<file path="config.mk">
export PLATFORM = sky130hd
export DESIGN_NAME = spi_pwm_ctrl
export DESIGN_NICKNAME = d
export VERILOG_FILES = /design/src/rtl/spi_pwm_ctrl.sv
export SDC_FILE = /design/constraint.sdc
export NUM_CORES = 1
export LEC_CHECK = 0
export ABC_AREA = 1
export CORE_UTILIZATION = 34
export DETAILED_ROUTE_END_ITERATION = 10
export HOLD_SLACK_MARGIN = 0.06
export PLACE_DENSITY = 0.5
export SYNTH_ARGS = -nofsm -noshare
export SYNTH_HDL_FRONTEND = slang
export SYNTH_SLANG_ARGS = --single-unit
</file>
<file path="constraint.sdc">
create_clock -name SYSCLK -period 3.2 [get_ports SYSCLK]
set_input_delay 0.64 -clock SYSCLK [delete_from_list [all_inputs] [get_ports SYSCLK]]
set_output_delay 0.64 -clock SYSCLK [all_outputs]
set_load 0.01 [all_outputs]
</file>
<file path="src/rtl/spi_pwm_ctrl.sv">
// ---------------------------------------------------------------------------
// spi_pwm_ctrl
//   Command decoder and PWM register bank behind an SPI slave byte interface.
//   The first byte of a frame is a command: bit7 selects read (1) or write (0),
//   and bits[2:0] load the address pointer. Each following byte writes a duty
//   register, or returns the next one on TXD. The pointer increments after
//   every data byte and wraps 7->0. Addresses >= NCH are unmapped: writes are
//   dropped and reads return 0.
//   Each channel drives a PWM output. A free-running 8-bit counter advances
//   every PRESCALE clocks. New duty values are latched only when the counter
//   wraps, so a period is never cut short or stretched by a write.
//
// Ports
//   SYSCLK       system clock, rising edge
//   RST          asynchronous active-high reset
//   RXD[7:0]     received byte, valid with RXRDY
//   RXRDY        one-cycle strobe for RXD
//   FRAME_START  one-cycle strobe on CS falling edge
//   FRAME_END    one-cycle strobe on CS rising edge
//   TXD[7:0]     registered byte that the slave loads for transmission
//   PWM[NCH-1:0] registered active-high PWM outputs
// ---------------------------------------------------------------------------

// One PWM channel. The active compare value is reloaded from duty only on the
// counter wrap.
module pwm_lane (
    input  logic       SYSCLK,
    input  logic       RST,
    input  logic [7:0] duty,
    input  logic [7:0] cnt,
    input  logic       wrap,
    output logic       pwm
);
    logic [7:0] act;

    always_ff @(posedge SYSCLK or posedge RST) begin
        if (RST) begin
            act <= 8'h00;
            pwm <= 1'b0;
        end else begin
            if (wrap) act <= duty;
            // Compare against the counter value before this edge. The output
            // therefore trails the counter by one clock. Because act only
            // changes when cnt goes 255->0, each period uses one value.
            pwm <= (cnt < act);
        end
    end
endmodule

module spi_pwm_ctrl #(
    parameter int NCH      = 4,
    parameter int PRESCALE = 16
) (
    input  logic           SYSCLK,
    input  logic           RST,
    input  logic [7:0]     RXD,
    input  logic           RXRDY,
    input  logic           FRAME_START,
    input  logic           FRAME_END,
    output logic [7:0]     TXD,
    output logic [NCH-1:0] PWM
);
    localparam logic [7:0] ID_BYTE = 8'hA5;
    localparam logic [3:0] NCH_W   = 4'(NCH);
    localparam int         PW      = (PRESCALE > 1) ? $clog2(PRESCALE) : 1;

    typedef enum logic [1:0] {IDLE, CMD, WRITE, READ} state_t;

    state_t          state;
    logic [2:0]      ptr;
    logic [7:0][7:0] duty;   // only entries below NCH are ever written
    logic [7:0]      cnt;
    logic            step;
    logic            wrap;

    // Read sources: the command address for the first read byte, and the
    // running pointer for later ones.
    logic [2:0] cmd_addr;
    logic       cmd_mapped;
    logic       ptr_mapped;
    logic [7:0] cmd_rd;
    logic [7:0] ptr_rd;

    always_comb begin
        cmd_addr   = RXD[2:0];
        cmd_mapped = ({1'b0, cmd_addr} < NCH_W);
        ptr_mapped = ({1'b0, ptr} < NCH_W);
        cmd_rd     = cmd_mapped ? duty[cmd_addr] : 8'h00;
        ptr_rd     = ptr_mapped ? duty[ptr]      : 8'h00;
    end

    // -----------------------------------------------------------------------
    // Frame / command FSM. It owns the pointer, the duty bank and TXD.
    // Priority: FRAME_START aborts and discards any coincident byte.
    // Otherwise, a byte is processed first and FRAME_END then returns to IDLE.
    // A write that coincides with FRAME_END still commits.
    // -----------------------------------------------------------------------
    always_ff @(posedge SYSCLK or posedge RST) begin
        if (RST) begin
            state <= IDLE;
            ptr   <= 3'd0;
            TXD   <= ID_BYTE;
            duty  <= '0;
        end else begin
            if (FRAME_START) begin
                // PTR stays unchanged until the next command byte.
                state <= CMD;
            end else begin
                if (RXRDY) begin
                    case (state)
                        CMD: begin
                            if (RXD[7]) begin
                                TXD   <= cmd_rd;
                                ptr   <= cmd_addr + 3'd1;
                                state <= READ;
                            end else begin
                                ptr   <= cmd_addr;
                                state <= WRITE;
                            end
                        end
                        WRITE: begin
                            if (ptr_mapped) duty[ptr] <= RXD;
                            ptr <= ptr + 3'd1;
                        end
                        READ: begin
                            TXD <= ptr_rd;
                            ptr <= ptr + 3'd1;
                        end
                        default: ;  // IDLE ignores bytes outside a frame
                    endcase
                end
                if (FRAME_END) begin
                    state <= IDLE;
                    TXD   <= ID_BYTE;
                end
            end
        end
    end

    // -----------------------------------------------------------------------
    // PWM timebase: prescaler -> 8-bit step counter
    // -----------------------------------------------------------------------
    if (PRESCALE > 1) begin : g_presc
        logic [PW-1:0] presc;
        assign step = (presc == PW'(PRESCALE - 1));
        always_ff @(posedge SYSCLK or posedge RST) begin
            if (RST)       presc <= '0;
            else if (step) presc <= '0;
            else           presc <= presc + 1'b1;
        end
    end else begin : g_nopresc
        assign step = 1'b1;
    end

    assign wrap = step && (cnt == 8'hFF);

    always_ff @(posedge SYSCLK or posedge RST) begin
        if (RST)       cnt <= 8'h00;
        else if (step) cnt <= cnt + 8'd1;
    end

    for (genvar i = 0; i < NCH; i++) begin : g_lane
        pwm_lane u_lane (
            .SYSCLK (SYSCLK),
            .RST    (RST),
            .duty   (duty[i]),
            .cnt    (cnt),
            .wrap   (wrap),
            .pwm    (PWM[i])
        );
    end
endmodule
</file>
==> impl_results.md <==
* Synthesized instance count at 685
* Crit start category: register
* Core ar. at approximately 15000 µm²
* CTS Buf Count at 9
* Relative slew slack at 43.6%
* Syn_nets at between 700 and 800
* Peak supply drop at approximately 350 µV
* Setup Skew at roughly 6.7 ps
* Sw Pwr at ~700 µW
* Gr busiest metal: met2
* Wire length of the first global-routing pass at roughly 22000 µm
* Share of power burned in registers at between 40% and 50%
* Asr flop ratio synth at 100%
* Via Count at 4236
* CP Max Fanout at 37
* Area after DPL at roughly 5600 µm²
* Main flop type after synthesis: dfrtp_1
* CTS sink count at 93
* Total negative setup slack at 0 ps
* GRT Residual Overflow at 0
* Initial antenna violation count at 0
* Drt via density at roughly 4.8
* Ys Warns at 0
* Sw frac at a little over a quarter
* Die height at between 100 and 150 µm
* Synth top area share at between 40% and 50%
* Io pins at 25
* Syn avg cell area at about 7.6 µm²
* Synth-to-Final Area Change at 12.3%
* Worst Setup Path Type: register to register
* Met1 usage at 24.4%
* Initial core utilization at 35.3%
* Post-CTS Setup Bufs at 0
* Dpl cells at roughly 880
* P_leak at roughly 0.0030 µW
* Layout cell share with drive strength beyond 1 at between 5 and 6%
* Pwr Density at roughly 440 nW/µm²
* FF+latch count, synth at 93
* Die W at 126 µm
* Post-Syn Area at 5200 µm²
* Met3 Use GR at 4.67%
* Non-filler cells, final at a little under 900
* RSZ-0062 raised after global routing: false
* Final setup viols at 0
* Routed WL at between 10000 and 15000 µm
* Max-cap violations at 0
* DRC viols at 0
* DIE AREA at around 16000 µm²
* Sequential share of the synthesized area at between 40 and 50%
* GRT Overall Usage at between 15 and 20%
* TritonRoute pass-1 iters at 4
* Fin crit period at roughly 2300 ps
* Worst hold path type: register to register
* Status: completed
* Final Max Tran Viols at 0
* Met2 Usage GRT at 29.2%
* Inserted Diodes at 0
* Routed Antenna Nets at 0
* Number of enable flip-flop cells after synthesis at 0
* Max Fclk at between 400 and 500 MHz
* Cell accounting for the most synthesized area: dfrtp_1
* Worst skew pair latency at roughly 350 ps
* CP Capture Type: register
* Most common cell in the synthesized netlist: nand2_1
* First DRT Iteration DRCs at approximately 250
* Layout net count at 748
* CTS tree: built
* Hold Buf Count CTS at 0
* Number of global-route vias before repair at approximately 4200
* Critical Path AT at roughly 2600 ps
* CTS Root Cell: clkbuf_16
* Worst-margin pin slew at approximately 850 ps
* H-tree Lvls at 3
* Pint at 1860 µW
* Distinct cells, synth at 27
* Combinational power share at 11.5%
* Design area at 5840 µm²
* Per-cell routed wire length at between 10 and 15 µm
* Post-synth top cells: nand2_1, dfrtp_1, inv_1, nand3_1, o21ai_0
* Clk buf depth at 2
* Worst endpoint required time at roughly 3400 ps
* Cts repair resizes at 0
* Clock Pin Slew Worst Setup and Hold Paths at 70 ps
* Final hold violations at 0
* DP Wirelength at slightly below 10000 µm
* Largest net degree at the start of global routing at a little over 70
* Top cells by area, synth: dfrtp_1, nand2_1, ha_1, nand3_1, inv_1
* Buffers on Ports at 24
* Global placer's final weighted congestion at about 0.83
* Row count at 44
* Period utilization at between 70% and 80%
* Clock power frac at 40.0%
-- worst max-delay path, stage by stage, from the launching register on --
cell and delay (ps):
dfrtp_1 360, ha_1 180, nand3_1 240, inv_1 230
nand4_2 540, buf_4 470, nand2_1 90, o21ai_0 80
-- power groups by stage --
stage	clock network [µW]	logic [µW]	registers, µW
6_report	1030	295	1240
5_1_grt	1100	335	1250
4_1_cts	1060	297	1240
3_5_place_dp	0	296	1260
3_3_place_gp	0	291	1260
2_1_floorplan	0	220	1240
-- per-layer routing --
metal  vias to the layer above  part of all wire (%)
met2                        86                    46
met3                        16                   5.2
met4                         0                   1.6
met5                         -                     0
li1                       2179                     -
met1                      1955                    47
-- cells in the final DEF, fill, tap and decap left out, drive strengths merged --
| cell type | synthesis | routed |
|---|---|---|
| nand4 | 1 | 1 |
| o311ai | 1 | 1 |
| or2 | 1 | 1 |
| nand2 | 262 | 262 |
| nand3 | 73 | 73 |
| o211ai | 2 | 2 |
| dfstp | 4 | 4 |
| clkinvlp | 0 | 3 |
| xnor2 | 1 | 1 |
| dfrtp | 89 | 89 |
| a21oi | 22 | 22 |
| buf | 10 | 6 |
| clkinv | 3 | 4 |
| nor4 | 1 | 1 |
| nor2 | 26 | 26 |
| ha | 32 | 32 |
| inv | 89 | 89 |
| o21ai | 44 | 44 |
| xor2 | 7 | 7 |
| nor3 | 2 | 2 |
| a31oi | 2 | 2 |
| clkbuf | 13 | 11 |
| clkdlybuf4s50 | 0 | 24 |
-- cell type report --
class | instances | area (µm²)
flip-flops and latches | 93 | 2330
inverters | 92 | 347
well taps | 184 | 230
multi-input cells | 477 | 2350
clock inverters | 4 | 31.3
repair buffers | 30 | 298
fillers | 1566 | 8910
clock buffers | 11 | 253
-- worst paths after layout --
kind | slack (ps) | startpoint | to | depth (start not counted)
worst max-delay path | 870 | g_presc.presc[0]$_DFF_PP0_ | g_lane[1].u_lane.act[5]$_DFFE_PP0P_ | 7
worst min-delay path | 470 | duty[9]$_DFFE_PP0P_ | duty[9]$_DFFE_PP0P_ | 2
worst max register to register | 870 | g_presc.presc[0]$_DFF_PP0_ | g_lane[1].u_lane.act[5]$_DFFE_PP0P_ | 7
worst min register to register | 470 | duty[9]$_DFFE_PP0P_ | duty[9]$_DFFE_PP0P_ | 2
max in group asynchronous | 1860 | RST | g_lane[0].u_lane.act[7]$_DFFE_PP0P_ | 3
min in group asynchronous | 620 | RST | duty[19]$_DFFE_PP0P_ | 2
-- registers in the layout, summed over array words and instances, names as in the netlist --
signal,count
state,2
duty,32
g_lane.u_lane.pwm,4
cnt,8
TXD,8
ptr,3
g_lane.u_lane.act,32
g_presc.presc,4
-- through the flow --
step                      hold slack, ps  setup slack [ps]  total power, µW  util [%]
after floorplan                      442               146             1460         -
after global placement               455               697             1550      37.7
after detailed placement             460               680             1560      37.7
after CTS                            474               834             2600      39.6
after global routing                 486               615             2680      39.6
final                                472               867             2560      39.6
-- cells by family after synthesis --
| group | count (synthesis) | synth area share (%) |
|---|---|---|
| adder cells (fa/ha/maj) | 32 | 7.70 |
| flip-flops | 93 | 44.8 |
| XOR/XNOR | 8 | 1.35 |
| AO/OA/AOI/OAI | 71 | 7.05 |
| buffers and inverters | 115 | 10.0 |
| AND/OR/NAND/NOR | 366 | 29.1 |
(Power assumes the default switching activity.)
